### src/rtl/packet_arbiter_4.sv
// Four-input wormhole packet arbiter: header arbitration (farthest-first or round-robin
// with aging), packet locking until TAIL, and a single registered output stage.
module packet_arbiter_4 #(
  parameter int FLIT_SIZE      = 128,
  parameter int HEADER_LEN     = 2,
  parameter int CMP_POS        = 119,
  parameter int CMP_LEN        = 8,
  parameter int FARTHEST_FIRST = 1,
  parameter int MAX_WAIT       = 8
) (
  input  logic                   clk,
  input  logic                   rst,
  input  logic [4*FLIT_SIZE-1:0] in_flit,
  input  logic [3:0]             in_valid,
  output logic [3:0]             in_ready,
  output logic [FLIT_SIZE-1:0]   out_flit,
  output logic                   out_valid,
  input  logic                   out_ready,
  output logic [3:0]             grant,
  output logic                   busy,
  output logic                   err_proto
);

  localparam logic [HEADER_LEN-1:0] TYPE_HEAD   = HEADER_LEN'(2'd0);
  localparam logic [HEADER_LEN-1:0] TYPE_BODY   = HEADER_LEN'(2'd1);
  localparam logic [HEADER_LEN-1:0] TYPE_TAIL   = HEADER_LEN'(2'd2);
  localparam logic [HEADER_LEN-1:0] TYPE_SINGLE = HEADER_LEN'(2'd3);

  typedef enum logic [0:0] {ST_IDLE = 1'b0, ST_LOCKED = 1'b1} state_t;

  function automatic logic is_header(input logic [HEADER_LEN-1:0] t);
    return (t == TYPE_HEAD) || (t == TYPE_SINGLE);
  endfunction

  state_t                state_r, state_nx;
  logic [1:0]            owner_r, owner_nx, rr_r, rr_nx;
  logic [3:0]            wait_r [4];
  logic [3:0]            wait_nx [4];
  logic [FLIT_SIZE-1:0]  out_flit_r;
  logic                  out_valid_r, err_r, err_nx;

  logic [FLIT_SIZE-1:0]  flit_s [4];
  logic [HEADER_LEN-1:0] type_s [4];
  logic [CMP_LEN-1:0]    dist_s [4];
  logic [3:0]            hdr_s, cand_s, aged_s;
  logic                  stage_free_s, win_vld_s, accept_s, acc_hdr_s;
  logic [1:0]            win_s, sel_s, scan_s, old_idx_s, far_idx_s;
  logic                  old_hit_s, far_hit_s, take_old_s, take_far_s;
  logic [CMP_LEN-1:0]    far_dist_s;
  logic [HEADER_LEN-1:0] acc_type_s;
  logic [FLIT_SIZE-1:0]  acc_flit_s;

  assign stage_free_s = !out_valid_r || out_ready;
  assign out_flit     = out_flit_r;
  assign out_valid    = out_valid_r;
  assign err_proto    = err_r;

  // Per-input field decode.
  always_comb begin
    for (int i = 0; i < 4; i++) begin
      flit_s[i] = in_flit[i*FLIT_SIZE +: FLIT_SIZE];
      type_s[i] = flit_s[i][FLIT_SIZE-1 -: HEADER_LEN];
      dist_s[i] = flit_s[i][CMP_POS -: CMP_LEN];
      hdr_s[i]  = is_header(type_s[i]);
      cand_s[i] = in_valid[i] && hdr_s[i];
      aged_s[i] = wait_r[i] >= 4'(MAX_WAIT);
    end
  end

  // Winner search in rr order: first aged candidate, else farthest (strictly larger keeps rr tie order).
  always_comb begin
    old_hit_s  = 1'b0;
    old_idx_s  = 2'd0;
    far_hit_s  = 1'b0;
    far_idx_s  = 2'd0;
    far_dist_s = '0;
    scan_s     = 2'd0;
    take_old_s = 1'b0;
    take_far_s = 1'b0;
    for (int k = 0; k < 4; k++) begin
      scan_s     = rr_r + 2'(k);
      take_old_s = cand_s[scan_s] && aged_s[scan_s] && !old_hit_s;
      take_far_s = cand_s[scan_s] &&
                   (!far_hit_s || ((FARTHEST_FIRST != 0) && (dist_s[scan_s] > far_dist_s)));
      old_idx_s  = take_old_s ? scan_s : old_idx_s;
      old_hit_s  = old_hit_s || take_old_s;
      far_idx_s  = take_far_s ? scan_s : far_idx_s;
      far_dist_s = take_far_s ? dist_s[scan_s] : far_dist_s;
      far_hit_s  = far_hit_s || take_far_s;
    end
    win_vld_s = |cand_s;
    win_s     = old_hit_s ? old_idx_s : far_idx_s;
  end

  // FSM outputs: ready steering, grant and busy.
  always_comb begin
    in_ready = 4'b0000;
    grant    = 4'b0000;
    busy     = 1'b0;
    sel_s    = win_s;
    case (state_r)
      ST_IDLE: begin
        sel_s = win_s;
        if (!rst && stage_free_s && win_vld_s) begin
          in_ready = 4'b0001 << win_s;
        end else begin
          in_ready = 4'b0000;
        end
      end
      ST_LOCKED: begin
        sel_s = owner_r;
        grant = 4'b0001 << owner_r;
        busy  = 1'b1;
        if (!rst && stage_free_s) begin
          in_ready = 4'b0001 << owner_r;
        end else begin
          in_ready = 4'b0000;
        end
      end
      default: begin
        sel_s    = 2'd0;
        in_ready = 4'b0000;
      end
    endcase
  end

  assign accept_s   = |(in_valid & in_ready);
  assign acc_flit_s = flit_s[sel_s];
  assign acc_type_s = type_s[sel_s];
  assign acc_hdr_s  = hdr_s[sel_s];

  // FSM next state, owner, round-robin pointer and sticky error.
  always_comb begin
    state_nx = state_r;
    owner_nx = owner_r;
    rr_nx    = rr_r;
    err_nx   = err_r;
    case (state_r)
      ST_IDLE: begin
        if ((in_valid & ~hdr_s) != 4'b0000) begin
          err_nx = 1'b1;
        end else begin
          err_nx = err_r;
        end
        if (accept_s && (acc_type_s == TYPE_HEAD)) begin
          state_nx = ST_LOCKED;
          owner_nx = sel_s;
        end else if (accept_s) begin
          rr_nx = sel_s + 2'd1;
        end else begin
          state_nx = ST_IDLE;
        end
      end
      ST_LOCKED: begin
        if (accept_s && (acc_type_s == TYPE_TAIL)) begin
          state_nx = ST_IDLE;
          rr_nx    = owner_r + 2'd1;
        end else if (accept_s && acc_hdr_s) begin
          err_nx = 1'b1;
        end else begin
          state_nx = ST_LOCKED;
        end
      end
      default: begin
        state_nx = ST_IDLE;
      end
    endcase
  end

  // Aging: count header arbitrations lost while presenting a header, clear on own win.
  always_comb begin
    for (int i = 0; i < 4; i++) begin
      if ((state_r == ST_IDLE) && accept_s && (sel_s == 2'(i))) begin
        wait_nx[i] = 4'd0;
      end else if ((state_r == ST_IDLE) && accept_s && cand_s[i] && (wait_r[i] != 4'd15)) begin
        wait_nx[i] = wait_r[i] + 4'd1;
      end else begin
        wait_nx[i] = wait_r[i];
      end
    end
  end

  // FSM state register with owner, pointer, aging counters and error flag.
  always_ff @(posedge clk) begin
    if (rst) begin
      state_r <= ST_IDLE;
      owner_r <= 2'd0;
      rr_r    <= 2'd0;
      err_r   <= 1'b0;
      for (int i = 0; i < 4; i++) begin
        wait_r[i] <= 4'd0;
      end
    end else begin
      state_r <= state_nx;
      owner_r <= owner_nx;
      rr_r    <= rr_nx;
      err_r   <= err_nx;
      for (int i = 0; i < 4; i++) begin
        wait_r[i] <= wait_nx[i];
      end
    end
  end

  // Output stage: refill on accept (even while draining), otherwise empty on drain.
  always_ff @(posedge clk) begin
    if (rst) begin
      out_valid_r <= 1'b0;
      out_flit_r  <= '0;
    end else if (accept_s) begin
      out_valid_r <= 1'b1;
      out_flit_r  <= acc_flit_s;
    end else if (out_ready) begin
      out_valid_r <= 1'b0;
      out_flit_r  <= out_flit_r;
    end else begin
      out_valid_r <= out_valid_r;
      out_flit_r  <= out_flit_r;
    end
  end

endmodule
### config.mk
export PLATFORM = sky130hd
export DESIGN_NAME = packet_arbiter_4
export DESIGN_NICKNAME = d
export VERILOG_FILES = /design/src/rtl/packet_arbiter_4.sv
export SDC_FILE = /design/constraint.sdc
export NUM_CORES = 1
export LEC_CHECK = 0
export ABC_AREA = 1
export BUFFER_PORTS_ARGS = -buffer_cell sky130_fd_sc_hd__buf_2
export CAP_MARGIN = 10
export CORE_AREA = 4 4 253 255
export CTS_BUF_LIST = sky130_fd_sc_hd__clkbuf_8
export CTS_CLUSTER_DIAMETER = 80
export CTS_CLUSTER_SIZE = 8
export DETAILED_ROUTE_END_ITERATION = 12
export DIE_AREA = 0 0 257 259
export PLACE_DENSITY = 0.4
export SYNTH_ARGS = -nofsm -noshare
export SYNTH_HDL_FRONTEND = slang
export SYNTH_SLANG_ARGS = --single-unit
### constraint.sdc
create_clock -name clk -period 13.1 [get_ports clk]
set_clock_uncertainty 0.1 [all_clocks]
set_input_delay 0.655 -clock clk [delete_from_list [all_inputs] [get_ports clk]]
set_output_delay 0.655 -clock clk [all_outputs]
set_load 0.005 [all_outputs]
==> impl_metrics.csv <==
group,metric,value,unit
place,place.gp.congestion,0.886,
floorplanning,die_height,259,µm
power_and_ir_drop,p_leak,7.56,nW
routing,vias,15000,
global_routing,grt_usage,17.6,%
global_routing,first_global_vias,14400,
clocking,numClockSinks,151,
sta,postLayoutSetupSlackWorst,4.22,ns
routing,ant_nets,0,
sta,drv_slew,0,
synth,avgSynthCellArea,6.20,µm²
clocking,clock_tree.root_cell,"clkbuf_8",
global_routing,grt_max_degree,141,
clocking,clk_pin_slew_worst_paths,0.10,ns
power_and_ir_drop,p_per_area,257,mW/mm²
clocking,hold_buffers,0,
synth,synth_nets,2466,
sta,tightest_slew,1.10,ns
routing,post_drt_wl_per_cell,18.8,µm
synth,async_flop_share,0,%
power_and_ir_drop,vdd_drop_max,0.174,mV
worst_setup_path,worstPathArrival,9.26,ns
sta,relSlewSlack,26.9,%
sta,timing.setup.tns,0,ns
sta,period_share,67.8,%
global_routing,antenna_found_initial,17,
place,hpwl,48500,µm
worst_setup_path,worstSetupPathType,"reg2reg",
floorplanning,initial_utilization,19.2,%
synth,synth_edf_count,0,
worst_setup_path,slowest_stage,"buf_4",
worst_setup_path,crit_required,13.48,ns
cells_and_area,seq_area,0.00302,mm²
worst_setup_path,cp_common_cell,"nand2_1",
global_routing,overflow,0,
floorplanning,num_io_pins,658,
synth,netlist_area,0.0118,mm²
worst_setup_path,start_kind,"register",
clocking,cts.path.max_buffers,2,
sta,final-setup-viol-count,0,
synth,synth.ff_latch_count,151,
cells_and_area,multi_input_area,0.00760,mm²
floorplanning,dieWidth,257,µm
synth,synth_top_area_cell,"dfxtp_1",
synth,ys_seq_area_share,25.5,%
clocking,htree_levels,4,
worst_hold_path,hp-class,"in2reg",
routing,drc,0,
clocking,ctsResizeCount,0,
routing,initialDrtViolationCount,899,
routing,vias_per_cell,4.54,
cells_and_area,finalNetCount,3004,
synth,synthTopCellsByArea,"dfxtp_1 (26%), o21ai_0 (15%), nor2_1 (12%)",
worst_setup_path,cp-end-kind,"register",
routing,first_pass_iters,5,
sta,fmax,0.113,GHz
clocking,cts_buffers,17,
synth,dominantRegCellSynth,"dfxtp_1",
cells_and_area,drive_gt1_share,32.3,%
cells_and_area,final_cell_mix,"buf_2 (657), nor2_1 (392), o21ai_0 (353)",
cells_and_area,syn2layout_area_growth,33.7,%
worst_setup_path,critical_path.max_stage_delay,0.90,ns
global_routing,grt_pass1_wl,89600,µm
synth,synth_cell_types,37,
clocking,postCtsSetupBuffers,0,
cells_and_area,final_common_cell,"buf_2",
sta,period_needed,8.88,ns
clocking,clk_latency,0.53,ns
worst_setup_path,crit_fanout,136,
synth,postSynthCellCount,1911,
floorplanning,die-area,0.0666,mm²
place,io_buffers,657,
clocking,tritoncts,"built",
floorplanning,coreArea,0.0616,mm²
floorplanning,row_count,91,
run_status,status,"completed",
cells_and_area,nFillCells,7044,
synth,synth_top_area_share,25.5,%
routing,finalWirelength,62000,µm
sta,hold_viol,0,
place,pre_cts_slack,3.97,ns
synth,synth-warning-count,0,
sta,rsz0062_at_grt,"no",
run,maxCapViolations,0,
-- cells in the mapped netlist, types with 36 or more instances --
library cell    n
clkbuf_1       48
ha_1           36
inv_1         102
or2_2          58
or2_1          40
buf_2          54
nand3_1        55
nand2_1       219
o21ai_0       353
o21ai_1       104
nor2_1        392
dfxtp_1       151
o22ai_1       117
-- metal layers --
| layer | up-vias | global-route usage (%) | part of all wire [%] |
|---|---|---|---|
| li1 | 7524 | - | - |
| met1 | 6885 | 20.8 | 41 |
| met2 | 494 | 30.4 | 49 |
| met3 | 86 | 4.99 | 6.6 |
| met4 | 16 | 6.12 | 3.1 |
| met5 | - | 0 | 0.14 |
-- final timing paths --
| kind | slack, ns | end | start | cells past startpoint |
|---|---|---|---|---|
| setup / recovery | 4.22 | out_flit[106] | rr_r[0] | 45 |
| hold / removal | 0.28 | out_flit[127] | rst | 2 |
| setup reg to reg | 4.22 | out_flit[106] | rr_r[0] | 45 |
| hold reg to reg | 0.38 | out_flit[127] | out_flit[127] | 2 |
-- report_power, final --
part | switching (mW) | internal, mW | leakage, nW
logic | 2.08 | 0.999 | 6.14
clock network | 0.225 | 0.154 | 0.185
registers | 0.0499 | 0.560 | 1.24
-- final cells by class --
| class | instances | area share (%) |
|---|---|---|
| diodes | 3 | 0.0474 |
| multi-input cells | 1503 | 48.0 |
| repair buffers | 667 | 21.2 |
| inverters | 109 | 2.66 |
| clock buffers | 17 | 1.48 |
| flip-flops and latches | 151 | 19.1 |
| clock inverters | 15 | 0.908 |
| well taps | 837 | 6.61 |
-- logic make-up after synthesis --
group           after synthesis  synth area share [%]
buf+inv                     257                  10.5
fa+ha+maj                    36                  3.80
compound gates              650                  29.7
xor+xnor                      2                 0.306
simple gates                815                  30.1
flops                       151                  25.5
-- state kept, by name, summed over array words and instances, names as in the netlist --
register	flops
err_proto	1
out_flit	128
out_valid	1
owner_r	2
rr_r	2
state_r	1
wait_r	16
-- stage by stage --
step	cells	instance area [µm²]	util, %	hold slack [ns]	total power, mW
floorplan	1911	11800	-	0.343	2.97
global placement	3267	15500	25.1	0.357	3.73
detailed placement	3267	15500	25.1	0.366	3.74
CTS	3299	15800	25.7	0.200	4.15
global route	3301	15800	25.7	0.228	4.53
finish	3302	15800	25.7	0.276	4.07
-- critical path, delay by kind of cell, from the launching register on --
family,cells,cell delay [ns]
DFF,1,0.31
and+or+nand+nor,30,3.16
buffers and inverters,5,2.32
AOI/OAI and AO/OA,7,1.73
adders and majority gates,3,0.97
Note: power is estimated with default switching activity, not from simulation.
